`config.mk`:
```
export PLATFORM = sky130hd
export DESIGN_NAME = fetch_stage
export DESIGN_NICKNAME = d
export VERILOG_FILES = /design/src/rtl/riscv_pkg.sv /design/src/rtl/fetch_pc_gen.sv /design/src/rtl/fetch_stage.sv
export SDC_FILE = /design/constraint.sdc
export NUM_CORES = 1
export LEC_CHECK = 0
export ABC_CLOCK_PERIOD_IN_PS = 2630
export CORE_AREA = 3 3 117 119
export DETAILED_ROUTE_END_ITERATION = 12
export DIE_AREA = 0 0 120 122
export PLACE_DENSITY = 0.75
export SLEW_MARGIN = 10
export SYNTH_ARGS = -nofsm -noshare
export SYNTH_HDL_FRONTEND = slang
export SYNTH_SLANG_ARGS = --single-unit
```
`constraint.sdc`:
```
create_clock -name i_clk -period 2.63 [get_ports i_clk]
set_input_delay 0.789 -clock i_clk [delete_from_list [all_inputs] [get_ports i_clk]]
set_output_delay 0.789 -clock i_clk [all_outputs]
set_load 0.02 [all_outputs]
```
`src/rtl/riscv_pkg.sv`:
```
`default_nettype none
// ----------------------------------------------------------------------------
// riscv_pkg: shared front-end types and constants for the multicycle core.
// Revision: 1.0
// ----------------------------------------------------------------------------
package riscv_pkg;

  localparam int INST_WIDTH   = 32;
  localparam int PC_INCREMENT = 4;

  typedef enum logic [1:0] {
    S_IDLE  = 2'd0,
    S_FETCH = 2'd1,
    S_HOLD  = 2'd2
  } fetch_state_t;

endpackage
`default_nettype wire

```
`src/rtl/fetch_pc_gen.sv`:
```
`default_nettype none
// ----------------------------------------------------------------------------
// fetch_pc_gen: combinational next-PC select (hold / +4 / redirect) with
// target alignment; FETCH_MISALIGN_EN keeps misaligned targets and flags them.
// Revision: 1.0
// ----------------------------------------------------------------------------
module fetch_pc_gen
  import riscv_pkg::*;
#(
  parameter int ADDR_WIDTH = 32
) (
  input  logic [ADDR_WIDTH-1:0] i_pc,
  input  logic                  i_inc,
  input  logic                  i_redirect,
  input  logic [ADDR_WIDTH-1:0] i_redirect_pc,
  output logic [ADDR_WIDTH-1:0] o_next_pc,
  output logic                  o_misaligned
);

  logic [ADDR_WIDTH-1:0] w_target;

`ifdef FETCH_MISALIGN_EN
  assign w_target = i_redirect_pc;
`else
  assign w_target = i_redirect_pc & ~ADDR_WIDTH'(3);
`endif

  // Redirect wins over increment; the add wraps at 2^ADDR_WIDTH.
  always_comb begin
    o_next_pc = i_pc;
    if (i_redirect) begin
      o_next_pc = w_target;
    end else if (i_inc) begin
      o_next_pc = i_pc + ADDR_WIDTH'(PC_INCREMENT);
    end
  end

`ifdef FETCH_MISALIGN_EN
  assign o_misaligned = |o_next_pc[1:0];
`else
  assign o_misaligned = 1'b0;
`endif

endmodule
`default_nettype wire

```
`src/rtl/fetch_stage.sv`:
```
`default_nettype none
// ----------------------------------------------------------------------------
// fetch_stage: owns the PC, keeps one instruction-memory read in flight and
// presents {inst, pc} over valid/ready. Option: FETCH_MISALIGN_EN (o_fault).
// Revision: 1.0
// ----------------------------------------------------------------------------
module fetch_stage
  import riscv_pkg::*;
#(
  parameter int                    ADDR_WIDTH = 32,
  parameter int                    DATA_WIDTH = INST_WIDTH,
  parameter logic [ADDR_WIDTH-1:0] RESET_PC   = '0
) (
  input  logic                  i_clk,
  input  logic                  i_rst,
  output logic                  o_mem_req,
  output logic [ADDR_WIDTH-1:0] o_mem_addr,
  input  logic                  i_mem_ack,
  input  logic [DATA_WIDTH-1:0] i_mem_rdata,
  input  logic                  i_redirect,
  input  logic [ADDR_WIDTH-1:0] i_redirect_pc,
  output logic                  o_valid,
  input  logic                  i_ready,
  output logic [DATA_WIDTH-1:0] o_inst,
  output logic [ADDR_WIDTH-1:0] o_pc
`ifdef FETCH_MISALIGN_EN
  ,
  output logic                  o_fault
`endif
);

  fetch_state_t          r_state;
  fetch_state_t          w_state_next;
  logic [ADDR_WIDTH-1:0] r_pc;
  logic [ADDR_WIDTH-1:0] r_mem_addr;
  logic [ADDR_WIDTH-1:0] r_out_pc;
  logic [ADDR_WIDTH-1:0] w_next_pc;
  logic [DATA_WIDTH-1:0] r_inst;
  logic                  r_squash;
  logic                  w_squash_next;
  logic                  w_inc;
  logic                  w_launch;
  logic                  w_capture;
  logic                  w_misaligned;
  logic                  w_fault_launch;

  assign w_inc = (r_state == S_HOLD) && i_ready && !i_redirect;

  fetch_pc_gen #(
    .ADDR_WIDTH (ADDR_WIDTH)
  ) u_pc_gen (
    .i_pc          (r_pc),
    .i_inc         (w_inc),
    .i_redirect    (i_redirect),
    .i_redirect_pc (i_redirect_pc),
    .o_next_pc     (w_next_pc),
    .o_misaligned  (w_misaligned)
  );

  // w_launch marks every point where a fresh request would start at w_next_pc.
  always_comb begin
    w_state_next   = r_state;
    w_squash_next  = r_squash;
    w_launch       = 1'b0;
    w_capture      = 1'b0;
    w_fault_launch = 1'b0;
    unique case (r_state)
      S_IDLE: w_launch = 1'b1;
      S_FETCH: begin
        if (i_mem_ack) begin
          if (i_redirect || r_squash) begin
            w_launch      = 1'b1;
            w_squash_next = 1'b0;
          end else begin
            w_capture    = 1'b1;
            w_state_next = S_HOLD;
          end
        end else if (i_redirect) begin
          w_squash_next = 1'b1;
        end
      end
      S_HOLD: begin
        if (i_redirect || i_ready) begin
          w_launch = 1'b1;
        end
      end
      default: w_state_next = S_IDLE;
    endcase
    // Only a redirect target can be misaligned; pc+4 from a faulted pc is fetched.
    if (w_launch) begin
      w_fault_launch = w_misaligned && (i_redirect || r_squash);
      w_state_next   = w_fault_launch ? S_HOLD : S_FETCH;
    end
  end

  always_ff @(posedge i_clk or negedge i_rst) begin
    if (!i_rst) begin
      r_state    <= S_IDLE;
      r_pc       <= RESET_PC;
      r_mem_addr <= RESET_PC;
      r_squash   <= 1'b0;
      r_inst     <= '0;
      r_out_pc   <= RESET_PC;
    end else begin
      r_state  <= w_state_next;
      r_pc     <= w_next_pc;
      r_squash <= w_squash_next;
      if (w_launch && !w_fault_launch) begin
        r_mem_addr <= w_next_pc;
      end
      if (w_capture) begin
        r_inst   <= i_mem_rdata;
        r_out_pc <= r_pc;
      end
      if (w_fault_launch) begin
        r_inst   <= '0;
        r_out_pc <= w_next_pc;
      end
    end
  end

`ifdef FETCH_MISALIGN_EN
  logic r_fault;

  always_ff @(posedge i_clk or negedge i_rst) begin
    if (!i_rst) begin
      r_fault <= 1'b0;
    end else if (w_launch) begin
      r_fault <= w_fault_launch;
    end
  end

  assign o_fault = r_fault;
`endif

  assign o_mem_req  = (r_state == S_FETCH);
  assign o_mem_addr = r_mem_addr;
  assign o_valid    = (r_state == S_HOLD);
  assign o_inst     = r_inst;
  assign o_pc       = r_out_pc;

endmodule
`default_nettype wire
```
Word-level counts from Yosys, hierarchy flattened. Cells that the tools add are included.

Register bits after elaboration: 131. Input port bits: 69. Output and inout bits: 98. Logic and storage cells: 39.

Add/subtract/negate cells: 1. Equality and inequality tests: 6. Muxes and demuxes: 16. Reduce and logical (&&, ||, !) cells: 10.

Operators with widths (count): $mux W32 (2); $add A32 B3 Y32 const B (1); $mux W1 (9); $mux W2 (3); $reduce_and A3 Y1 (2); $ne A2 B1 Y1 const B (2); $pmux W2 S2 (1); $ne A3 B1 Y1 const B (1); $ne A3 B3 Y1 const B (1); $pmux W1 S3 (1); $eq A2 B1 Y1 const B (1); $eq A2 B2 Y1 const B (1); $logic_and A1 B1 Y1 (2); $logic_not A2 Y1 (1); $logic_or A1 B1 Y1 (2); $reduce_bool A2 Y1 (1); $reduce_or A2 Y1 (1); $logic_not A1 Y1 (1).

Logic depth before layout (Yosys ltp). Gate-level depths: netlist of the first run.

Depth in word-level cells: 6. Depth in mapped cells: 8. Mapped depth without buffers: 6.

Modules after synthesis. From an unflattened synthesis of the first run, not the netlist that was laid out.

Cells, all modules: 578. Area total of the unflattened synthesis: 6154.7 um^2.

Modules (own cells, without submodules): fetch_stage (times used 1, cells an instance 399, area each 5094.9 um^2, seq. area each 3278.1 um^2); fetch_pc_gen (times used 1, cells an instance 179, area each 1059.8 um^2, seq. area each 0.0 um^2).

Least setup slack after synthesis of the first run. Ideal clock, no wire load.

Path kind: input -> register. Start point: input i_redirect. End point: register r_mem_addr[10], in the netlist o_mem_addr[10]. Arrival: 2.032 ns. Path slack: 0.473 ns. Stages: 7. Buffers on the path: 3. Path through: buf_6 > o21ai_0 > o21ai_0 > o21a_1 > clkbuf_1 > buf_2 > mux2_2.

Cells in the longest elaborated chain, start to end: 4.

Ends and longest elaborated chain: start: declaration (line fetch_stage.sv:20) `input logic i_redirect,`; $logic_or A1 B1 Y1 / $logic_not A1 Y1 (equally long branches); $mux W1 / $logic_and A1 B1 Y1 (equally long branches) (line fetch_stage.sv:71, fetch_stage.sv:47); $mux W1 / $mux W32 (equally long branches) (line fetch_stage.sv:70, fetch_pc_gen.sv:33); $pmux W1 S3 / $mux W32 (equally long branches) (line fetch_stage.sv:67, fetch_pc_gen.sv:31); end signal: assignment (line fetch_stage.sv:109) `r_mem_addr <= w_next_pc;`; end: declaration (line fetch_stage.sv:35) `logic [ADDR_WIDTH-1:0] r_mem_addr;`.

Several ways; a longest one is shown, not always the timed one. A chain may end at the register's enable or synchronous reset.

Worst setup path after layout of the first run.
Start point: register r_state[1]. End point: output o_mem_req.

Cells in the longest elaborated chain, start to end: 1.

Ends and longest elaborated chain: start: declaration (line fetch_stage.sv:32) `fetch_state_t r_state;`; start signal: assignment (line fetch_stage.sv:105) `r_state <= w_state_next;`; $eq A2 B1 Y1 (line fetch_stage.sv:136) `assign o_mem_req = (r_state == S_FETCH);`; end: declaration (line fetch_stage.sv:16) `output logic o_mem_req,`.

Every way passes these cells.

==> metrics.log, run 1 <==
[metrics] outcome: finished clean
[metrics] H-tree depth: 4
[metrics] Core ar.: about 13000 µm²
[metrics] count of nets left with antenna violations after detail routing: 0
[metrics] buffer type at the clock tree root: sky130_fd_sc_hd__clkbuf_16
[metrics] clock tree buffer depth: 2
[metrics] combined area of all synthesized cells: roughly 5700 µm²
[metrics] Remaining Overflow, GRT: 0
[metrics] commonest register cell after synthesis: sky130_fd_sc_hd__dfrtp_1
[metrics] count of boundary I/O pins: 167
[metrics] number of nets at the end of the flow: 721
[metrics] iteration count of the initial detailed-routing pass: 6
[metrics] library cell occupying the most area in the post-synthesis netlist: sky130_fd_sc_hd__dfrtp_1
[metrics] Worst-Skew Late Latency: 0.41 ns
[metrics] CP Data Arrival Time: around 1.7 ns
[metrics] violation count after the first detailed-route iteration: 231
[metrics] antenna violations before repair: 0
[metrics] final wirelength: 13.98 mm
[metrics] Die Width: ~120 µm
[metrics] Cell Count Post-Placement: 804
[metrics] max_slew headroom: 64.34%
[metrics] Setup crit start kind: flop
[metrics] number of maximum-capacitance violations: 0
[metrics] synthesized instance count: ~470
[metrics] kind of end point of the critical path: output port
[metrics] worst reg-to-reg setup slack: 0.55 ns
[metrics] routed via count divided by cell count: a little over 5
[metrics] transition at the pin with the smallest max-transition slack: 0.5349 ns
[metrics] Placement Rows: 41
[metrics] final design utilization: 64.88%
[metrics] number of buffers inserted during clock tree synthesis: 17
[metrics] Area growth, synth to finish: 45.16%
[metrics] most frequently used cell type in the post-synthesis netlist: sky130_fd_sc_hd__dfrtp_1
[metrics] worst IR drop on VDD: 0.6578 mV
[metrics] Worst R2R Start: r_state[0]$_DFFE_PN0P_
[metrics] combined area of the multi-input logic cells: 2241 µm²
[metrics] minimum clock period: 2.456 ns
[metrics] fill cell total of the finished layout: between 900 and 1000
[metrics] final setup violation count: 0
[metrics] RSZ-0062 raised after global routing: false
[metrics] CP Class: reg -> out
[metrics] Final Instance Count excl. Fillers: 835
[metrics] highest clock frequency the design can meet: 407.1 MHz
[metrics] worst path required time: 1.84 ns
[metrics] clk sinks: 131
[metrics] ys async rst share: 100.0%
[metrics] number of I/O port buffers: between 150 and 200
[metrics] share of the synthesized area in the top cell type: 57.89%
[metrics] Hold Violations, Final: 0
[metrics] share of final-layout standard cells stronger than drive strength 1: 21.57%
[metrics] number of synthesized flops with an enable pin: 0
[metrics] leakage component of the power: about 3.5 nW
[metrics] post-cts gate resize count: 0
[metrics] number of antenna diodes: 0
[metrics] register area: 3278 µm²
[metrics] number of warnings issued by yosys: 0
[metrics] areal power density over the cells: ~1200 nW/µm²
[metrics] CTS hold repair buffers: 0
[metrics] worst reg2reg endpoint: o_mem_addr[15]$_DFFE_PN0P_
[metrics] Detail Placement HPWL: 10.67 mm
[metrics] Clock Skew: approximately 0.0049 ns
[metrics] Avg WL per Cell: 16.75 µm
[metrics] area enclosed by the die boundary: 14640 µm²
[metrics] Final Instance Area: 8220 µm²
[metrics] most frequent cells after synthesis: sky130_fd_sc_hd__dfrtp_1 (131), sky130_fd_sc_hd__mux2_2 (75), sky130_fd_sc_hd__nor2_1 (39)
[metrics] clock transition at the registers of the reported paths: 0.06 ns
[metrics] period utilisation layout: 93.40%
[metrics] cell count of the worst reg-to-reg path: 6
[metrics] Synth Register Bits: 131
[metrics] global-route wire length before repair: around 23 mm
[metrics] number of vias in the routed layout: around 4300
[metrics] count of unresolved DRC violations after routing: 0
[metrics] synthesized area divided by synthesized cell count: 12.13 µm²
[metrics] Post-Synthesis Net Count: ~540
[metrics] final weighted congestion in routability-driven placement: roughly 0.87
[metrics] maximum number of pins on one net before global-route repair: 48
[metrics] Die Height: 122 µm
[metrics] ranking of synthesized cells by area: sky130_fd_sc_hd__dfrtp_1 (58%), sky130_fd_sc_hd__mux2_2 (15%), sky130_fd_sc_hd__xor2_1 (2.8%)
[metrics] total routing resource utilization after global routing: 19.71%
[metrics] clock tree from TritonCTS: done
[metrics] Final Slew Violations: 0
[metrics] synth unique cells: 42
[metrics] class of the tightest hold or removal check: in -> async
[metrics] post-CTS repair timing setup buffer count: 0
[metrics] vias in the first global route: 4399
[metrics] initial cell density of the core: 44.69%
[metrics] share of the yosys chip area belonging to registers: 57.89%
[metrics] instance area after placement: 7652 µm²
[metrics] largest fanout of any net on the critical path: 7
-- layout make-up --
cell class              count  share of cell area (%)
repair buffers            190                   22.92
multi-input cells         302                   27.26
clock buffers              27                   6.362
clock inverters             4                  0.5479
inverters                   9                  0.4110
well taps                 172                   2.618
flip-flops and latches    131                   39.88
-- through the flow --
step           hold WS (ns)  setup WS (ns)  TNS [ns]  total power [mW]
2_1_floorplan        0.4727         0.4731         0             5.279
3_3_place_gp         0.4680        -0.1056    -1.070             7.253
3_5_place_dp         0.4743        -0.1791    -2.758             7.370
4_1_cts              0.2302         0.1496         0             9.628
5_1_grt              0.2380        0.08242         0             9.994
6_report             0.2416         0.1737         0             9.510
-- report_power, final --
group          total (mW)  leakage [nW]  switching (mW)  internal [mW]
clock network        2.21         0.283           0.773           1.44
registers            3.26          1.56           0.469           2.79
logic                4.03          1.65            1.92           2.11
-- sequential cells by signal (all words and copies together), names as in the netlist --
| register | cells |
|---|---|
| o_inst | 32 |
| o_mem_addr | 32 |
| o_pc | 32 |
| r_pc | 32 |
| r_squash | 1 |
| r_state | 2 |
-- kinds of logic after synthesis --
family | count (synthesis) | share of synthesized area [%]
buffers and inverters | 34 | 2.762
DFF | 131 | 57.89
adders and majority gates | 1 | 0.2209
AOI/OAI and AO/OA | 71 | 6.960
muxes | 79 | 15.89
and+or+nand+nor | 125 | 12.26
xor gates and xnor gates | 26 | 4.021
-- worst max-delay path by stage --
stage                                 startpoint                         end  slack (ns)  depth (start not counted)
after floorplan                       i_redirect  o_mem_addr[10]$_DFFE_PN0P_        0.47                          7
after global placement                   i_ready  o_mem_addr[13]$_DFFE_PN0P_       -0.11                          7
after detailed placement                 i_ready  o_mem_addr[15]$_DFFE_PN0P_       -0.18                          7
after CTS                 r_state[0]$_DFFE_PN0P_                     o_valid        0.15                          3
after global routing      r_state[0]$_DFFE_PN0P_                     o_valid        0.08                          3
final                     r_state[1]$_DFFE_PN0P_                   o_mem_req        0.17                          2
-- worst max-delay path, cell delays in order (launching register included) --
cell	delay, ns
sky130_fd_sc_hd__dfrtp_1	0.44
sky130_fd_sc_hd__nor2b_1	0.18
sky130_fd_sc_hd__clkdlybuf4s50_1	0.65
-- metal layers --
layer	track usage (%)	wire length [µm]
met2	31.65	6854
met3	5.339	889
met4	7.230	200
met1	25.84	6039
met5	0	0
-- cell usage in the layout, fill, tap and decap left out, drive strengths merged, types with 9 or more instances in the layout --
master	Yosys	layout
clkbuf	11	27
buf	14	27
nand2	33	33
nand3	11	11
nor2	39	39
xor2	18	18
o21ai	20	20
nand4	16	16
o22ai	12	12
nor4	10	10
a21oi	31	31
mux2	78	78
clkdlybuf4s50	0	163
dfrtp	131	131
inv	9	9
No activity file was read; power rests on OpenSTA's default activity.
==> run 2, diff against run 1 <==
Settings changed: ABC_AREA set to 0.
==> results of run 2 <==
Same layout as run 1: the final DEF is identical, and so are final timing and power.
